`src/rtl/regfile_mp.sv`:
```
// regfile_mp -- multi-port general-purpose register file with byte-granular
// forwarding and a pending-write scoreboard.
//
// Ports:
//   clk, rst        clock; synchronous active-high reset
//   re, raddr       per-port read enable and address (port p at [p*AW +: AW])
//   rdata           combinational read data (port p at [p*DW +: DW])
//   we, waddr, wdata  byte-enabled write-back port
//   fwd_we, fwd_addr, fwd_data  in-flight results, stage 0 = youngest
//   sb_set, sb_set_addr  mark a register as pending (long-latency producer)
//   sb_clr, sb_clr_addr  release a pending register (same cycle as its we)
//   hazard          bit s: a valid read port hits forwarding stage s
//   busy_stall      a valid read port targets a pending register
//   stall_cnt       saturating count of busy_stall cycles
//   stall_cnt_clr   zero stall_cnt (wins over increment)
module regfile_mp #(
  parameter int DW   = 32,
  parameter int NREG = 32,
  parameter int AW   = 5,
  parameter int NRD  = 2,
  parameter int NFWD = 2,
  parameter int CW   = 32
) (
  input  logic                   clk,
  input  logic                   rst,
  input  logic [NRD-1:0]         re,
  input  logic [NRD*AW-1:0]      raddr,
  output logic [NRD*DW-1:0]      rdata,
  input  logic [DW/8-1:0]        we,
  input  logic [AW-1:0]          waddr,
  input  logic [DW-1:0]          wdata,
  input  logic [NFWD*(DW/8)-1:0] fwd_we,
  input  logic [NFWD*AW-1:0]     fwd_addr,
  input  logic [NFWD*DW-1:0]     fwd_data,
  input  logic                   sb_set,
  input  logic [AW-1:0]          sb_set_addr,
  input  logic                   sb_clr,
  input  logic [AW-1:0]          sb_clr_addr,
  output logic [NFWD-1:0]        hazard,
  output logic                   busy_stall,
  output logic [CW-1:0]          stall_cnt,
  input  logic                   stall_cnt_clr
);

  localparam int NB = DW / 8;

  logic [DW-1:0]   regs [NREG];
  logic [NREG-1:0] busy;
  logic [CW-1:0]   cnt_q;

  logic [AW-1:0]   ra [NRD];
  logic [NRD-1:0]  rd_vld;
  logic [NB-1:0]   wb_en;
  logic [7:0]      lane;

  function automatic logic [CW-1:0] sat_inc(input logic [CW-1:0] c);
    return (&c) ? c : c + CW'(1);
  endfunction

  // Writes and scoreboard updates are suppressed while reset is held, so the
  // write-back bypass must be suppressed as well to stay consistent.
  assign wb_en = rst ? '0 : we;

  always_comb begin
    for (int p = 0; p < NRD; p++) begin
      ra[p]     = raddr[p*AW +: AW];
      rd_vld[p] = re[p] && (ra[p] != '0);
    end
  end

  // Read network: per lane, start from storage and overlay sources in
  // increasing priority so that the youngest matching stage ends up winning.
  always_comb begin
    rdata      = '0;
    hazard     = '0;
    busy_stall = 1'b0;
    lane       = '0;
    for (int p = 0; p < NRD; p++) begin
      if (rd_vld[p]) begin
        for (int b = 0; b < NB; b++) begin
          lane = rst ? 8'h00 : regs[ra[p]][b*8 +: 8];
          if (wb_en[b] && (waddr == ra[p]))
            lane = wdata[b*8 +: 8];
          for (int s = NFWD - 1; s >= 0; s--) begin
            if (fwd_we[s*NB + b] && (fwd_addr[s*AW +: AW] == ra[p]))
              lane = fwd_data[s*DW + b*8 +: 8];
          end
          rdata[p*DW + b*8 +: 8] = lane;
        end
        for (int s = 0; s < NFWD; s++) begin
          if ((|fwd_we[s*NB +: NB]) && (fwd_addr[s*AW +: AW] == ra[p]))
            hazard[s] = 1'b1;
        end
        // A register released this cycle is served by the write-back bypass.
        if (!rst && busy[ra[p]] && !(sb_clr && (sb_clr_addr == ra[p])))
          busy_stall = 1'b1;
      end
    end
  end

  always_ff @(posedge clk) begin
    if (rst) begin
      for (int r = 0; r < NREG; r++)
        regs[r] <= '0;
    end else if (waddr != '0) begin
      for (int b = 0; b < NB; b++) begin
        if (we[b])
          regs[waddr][b*8 +: 8] <= wdata[b*8 +: 8];
      end
    end
  end

  // Set is applied after clear so that a same-address set/clear leaves the
  // register pending.
  always_ff @(posedge clk) begin
    if (rst) begin
      busy <= '0;
    end else begin
      if (sb_clr)
        busy[sb_clr_addr] <= 1'b0;
      if (sb_set && (sb_set_addr != '0))
        busy[sb_set_addr] <= 1'b1;
    end
  end

  always_ff @(posedge clk) begin
    if (rst)
      cnt_q <= '0;
    else if (stall_cnt_clr)
      cnt_q <= '0;
    else if (busy_stall)
      cnt_q <= sat_inc(cnt_q);
  end

  assign stall_cnt = rst ? '0 : cnt_q;

endmodule

```
`config.mk`:
```
export PLATFORM = sky130hd
export DESIGN_NAME = regfile_mp
export DESIGN_NICKNAME = d
export VERILOG_FILES = /design/src/rtl/regfile_mp.sv
export SDC_FILE = /design/constraint.sdc
export NUM_CORES = 2
export LEC_CHECK = 0
export CAP_MARGIN = 20
export CORE_ASPECT_RATIO = 2
export CORE_UTILIZATION = 55
export CTS_CLUSTER_DIAMETER = 150
export CTS_CLUSTER_SIZE = 40
export DETAILED_ROUTE_END_ITERATION = 8
export PLACE_DENSITY = 0.79
export SYNTH_ARGS = -nofsm -noshare
export SYNTH_HDL_FRONTEND = slang
export SYNTH_SLANG_ARGS = --single-unit
export TNS_END_PERCENT = 100
```
`constraint.sdc`:
```
create_clock -name clk -period 3.3 [get_ports clk]
set_input_delay 0.33 -clock clk [delete_from_list [all_inputs] [get_ports clk]]
set_output_delay 0.33 -clock clk [all_outputs]
set_load 0.05 [all_outputs]
```
After elaboration in Yosys (flattened, before gate mapping). Memory sizes are Yosys's and may differ from the RTL's. Cells that the tools add are included.

Register bits after elaboration: 64. Memories kept: 1. Input port bits: 150. Output and inout bits: 99. Bits in writable memories: 1024. Word-level logic and storage cells: 152.

$add $sub $neg: 1. Mux-type cells: 78. Magnitude comparators: 6. Eq/ne operators: 8. Reduce and logical (&&, ||, !) cells: 52. Bitwise operators: 4.

Memories: regs (depth 32, width 32, rd ports 2, clocked after Yosys merged registers in 0, write ports 32, line 47) `logic [DW-1:0] regs [NREG];`.

Operators with widths (number): 2-to-1 mux 8 bit (32); 2-to-1 mux 32 bit (7); == test 5 bit (8); logical AND 1 bit (39); adder 32 x 1 -> 32 bit (second input constant) (1); bitwise AND 32 bit (1); inverter 32 bit (1); bitwise OR 32 bit (1); AND reduction 32 bit (1); OR reduction 32 bit (1); 2-to-1 mux 1 bit (30); less-than comparator 5 x 6 -> 1 bit (second input constant) (4); nonzero test 5 bit (4); binary-select mux 1 bit (select 5 bit) (2); demux 1 bit (select 5 bit) (2); >= comparator 5 x 1 -> 1 bit (second input constant) (2); 2-to-1 mux 4 bit (2); OR reduction 4 bit (2); 2-to-1 mux 5 bit (1); 2-to-1 mux 2 bit (2); logical NOT 1 bit (3); AND reduction 2 bit (1); OR reduction 2 bit (1); inverter 1 bit (1).

Longest topological paths before layout.
Depth after elaboration: 10. Mapped depth: 12. Mapped depth without buffers: 8.

Worst setup path after synthesis. No wires, ideal clock.

Path type: input -> output. From: in raddr[1]. To: out rdata[24]. Required time: 2.970 ns. Data arrival time: 3.148 ns. Slack: -0.178 ns. Stages on the path: 10. Path through: buf_2 buf_2 buf_2 buf_1 xor2_1 nor3_2 nand2_1 nand3_1 o221ai_1 a21oi_1.

Longest elaborated chain between the ends: 6.

RTL lines: from (decl) (line 27) `input logic [NRD*AW-1:0] raddr,`; memory (32 x 32 bit) / == test 5 bit (equally long branches); 2-to-1 mux 8 bit / logical AND 1 bit (equally long branches) (line 81, 82); 2-to-1 mux 8 bit (line 82) `if (wb_en[b] && (waddr == ra[p]))`; 2-to-1 mux 8 bit (2 in series) (line 85) `if (fwd_we[s*NB + b] && (fwd_addr[s*AW +: AW] == ra[p]))`; 2-to-1 mux 32 bit (*) (line 79) `if (rd_vld[p]) begin`; to (decl) (line 28) `output logic [NRD*DW-1:0] rdata,`.

Mark *: on every way between the ends. The rest lies on a longest branch, timed or not.

==> summary.md <==
| Metric | Value |
|---|---|
| Status | complete, but fails checks |
| Failing checks | slew limit, setup timing |
| Synthesized area per cell | 13.44 sq um |
| Fin crit share | 109.9% |
| Die height | 473.8 um |
| Sequential cell area | 32030 sq um |
| FFs w/ async S/R, synth | 0% |
| Final Setup Violations | 39 |
| DR pass1 iterations | 6 |
| CP peak stage delay | 0.61 ns |
| Crit path launch type | flop |
| Cell Pwr Density | 394.5 nW/um^2 |
| Post-layout total power | 28.00 mW |
| Drt initial violations | 5513 |
| Initial core utilization | 55.56% |
| RSZ-0062 raised after global routing | true |
| Cell chain of the critical path | buf_4 -> mux4_2 -> mux4_2 -> nand2b_4 -> a32oi_4 -> a21oi_2 -> buf_12 |
| Longest Clk Path Bufs | 3 |
| Multi-input gate area | 29100 sq um |
| Via Count | 44420 |
| Number of port buffers | 248 |
| Layout cell share with drive strength beyond 1 | 26.49% |
| Final Non-Filler Cells | 6394 |
| Core ar. | 110200 sq um |
| Crit Path Category | flop to output port |
| Fmax | 0.2757 GHz |
| Clock skew | 0.07963 ns |
| Clk slew on worst S/H paths | 0.16 ns |
| Routability cong. | 1.086 |
| Die Footprint | 112700 sq um |
| Max Cap Viol | 0 |
| Family with the most delay on the worst path | multiplexers |
| Max stage delay cell, worst path | mux4_2 |
| Hold_buf cts | 0 |
| Die width | 237.9 um |
| Largest net degree at the start of global routing | 54 |
| Antenna viol nets, final | 0 |
| CTS tree | yes |
| Hold WC Path Type | input port to flop |
| Ys Warns | 0 |
| Final-report hold violation count | 0 |
| Worst VDD drop | 426.8 uV |
| Top Ports | 249 |
| Row Count | 172 |
| Relative slew slack | -5.670% |
| Wire length per cell | 33.89 um |
| Worst Path Max Fanout | 2 |
| Worst-margin pin slew | 1.585 ns |
| Htree depth | 1 |
| Required time of the critical path | 2.97 ns |
| Post-synth EDFFs | 1024 |
| # fillers | 7915 |
| GRT Residual Overflow | 0 |
| Seq/Total Area, Yosys | 52.32% |
| Placed Cells | 6320 |
| Root buffer cell | clkbuf_16 |
| Min Tclk post-route | 3.627 ns |
| Dpl cell area | 68700 sq um |
| Number of global-route vias before repair | 45460 |
| Worst path buffer plus inverter count | 2 |
| R2R cell count | 10 |
| Post-Syn Area | 61220 sq um |
| Dpl hpwl | 159.5 mm |
| Clock buffer count from CTS | 31 |
| Total GRT Usage | 38.65% |
| Synth Register Bits | 1088 |
| Initial antenna violation count | 18 |
| Place WS | -0.1326 ns |
| Final WL | 216.7 mm |
| DR vias/cell | 6.947 |
| # nets final | 5035 |
| Mapped Cells | 4555 |
| Worst-Skew Late Latency | 0.77 ns |
| CP endpoint kind | output port |
| Syn-to-layout area delta | 15.93% |
| Post-route DRC violation count | 0 |
| Max-slew violation count | 8 |
| Leak | 25.00 nW |
| Clk sink count | 1088 |
| Stages on the worst setup path | 7 |
| Final instance area | 70980 sq um |
| Global-route wire length before repair | 308.5 mm |
| Synth cell types | 53 |
| Most frequent CP cell | mux4_2 |
| Final setup margin | -0.3270 ns |
| Hold Path Stages | 3 |
| Arrival @ worst endpoint | 3.30 ns |
| Main synth FF type | edfxtp_1 |
==> final timing paths <==
kind                                  end  slack, ns     startpoint
worst max-delay path             rdata[2]      -0.33    regs[19][2]
worst min-delay path            cnt_q[22]       0.37  stall_cnt_clr
worst max register to register  cnt_q[13]       0.26       busy[23]
worst min register to register   busy[30]       0.50       busy[30]
==> cell usage in the layout, fill, tap and decap left out, types with 40 or more instances in the layout <==
| cell | count |
|---|---|
| a21oi_1 | 107 |
| a21oi_2 | 53 |
| a221oi_1 | 123 |
| a32oi_2 | 40 |
| and2_1 | 865 |
| and3_1 | 142 |
| buf_12 | 119 |
| buf_4 | 349 |
| clkdlybuf4s50_1 | 170 |
| dfxtp_1 | 63 |
| edfxtp_1 | 1024 |
| mux2i_1 | 256 |
| mux4_2 | 467 |
| nand2_1 | 149 |
| nand2b_4 | 48 |
| nor2_1 | 214 |
| o211ai_1 | 64 |
| o221ai_1 | 64 |
| or2_2 | 110 |
| xnor2_1 | 43 |
==> stage by stage <==
stage               utilization (%)  hold WS [ns]  setup TNS [ns]
floorplan                         -        0.4604        -0.07584
global placement              62.35        0.4678         -0.3002
detailed placement            62.35        0.4794         -0.2534
CTS                           63.80        0.3486          -3.213
global route                  64.40        0.3788          -6.139
finish                        64.41        0.3728          -5.671
==> cells by family after synthesis <==
kind of cell | synth area share, %
simple gates | 16.09
flops | 52.32
mux | 21.40
compound gates | 6.648
buf+inv | 2.698
xor+xnor | 0.8155
fa+ha+maj | 0.02043
other cells | 0.006125
==> routing by layer <==
layer  wire (um)  GRT usage, %
met1       59590         36.87
met2      108800         66.94
met3       22400         9.791
met4       25800         36.71
met5         138             0
==> synth_stat cells, drive strengths merged, types with 111 or more instances <==
cell    number  area (sq um)
a21oi      169         845.8
a221oi     126          1104
and2       865          5411
and3       142         888.4
buf        114         589.3
clkbuf     279          1047
edfxtp    1024         30750
mux2i      257          2572
mux4       467         10520
nand2      149         559.3
nor2       225         844.6
or2        111         694.4
==> tightest hold or removal path: stages <==
cell,delay [ns]
clkdlybuf4s50_1,0.55
or3_1,0.13
mux2i_1,0.06
==> registers in the layout (all words and copies together), names as in the netlist <==
| register | count |
|---|---|
| regs | 1024 |
| busy | 32 |
| cnt_q | 32 |
==> area by class of cell <==
cell class	count	area share, %
diodes	7	0.02468
clock buffers	56	1.225
clock inverters	1	0.04231
inverters	4	0.02821
multi-input cells	3101	41.00
flip-flops and latches	1088	45.13
well taps	1479	2.607
repair buffers	658	9.939
==> repair_timing <==
item | 4_1_cts | 5_1_grt
cloned | 0 | 1
resized for setup | 98 | 92
setup buffers | 2 | 9
pin swaps | 63 | 77
endpoints found under the setup margin | 50 | 64
==> power breakdown <==
group / internal [mW] / switching, mW / total, mW
logic: 2.54 / 3.28 / 5.82
registers: 15.8 / 0.442 / 16.2
clock network: 1.83 / 4.13 / 5.96
No activity file was read; power rests on OpenSTA's default activity.
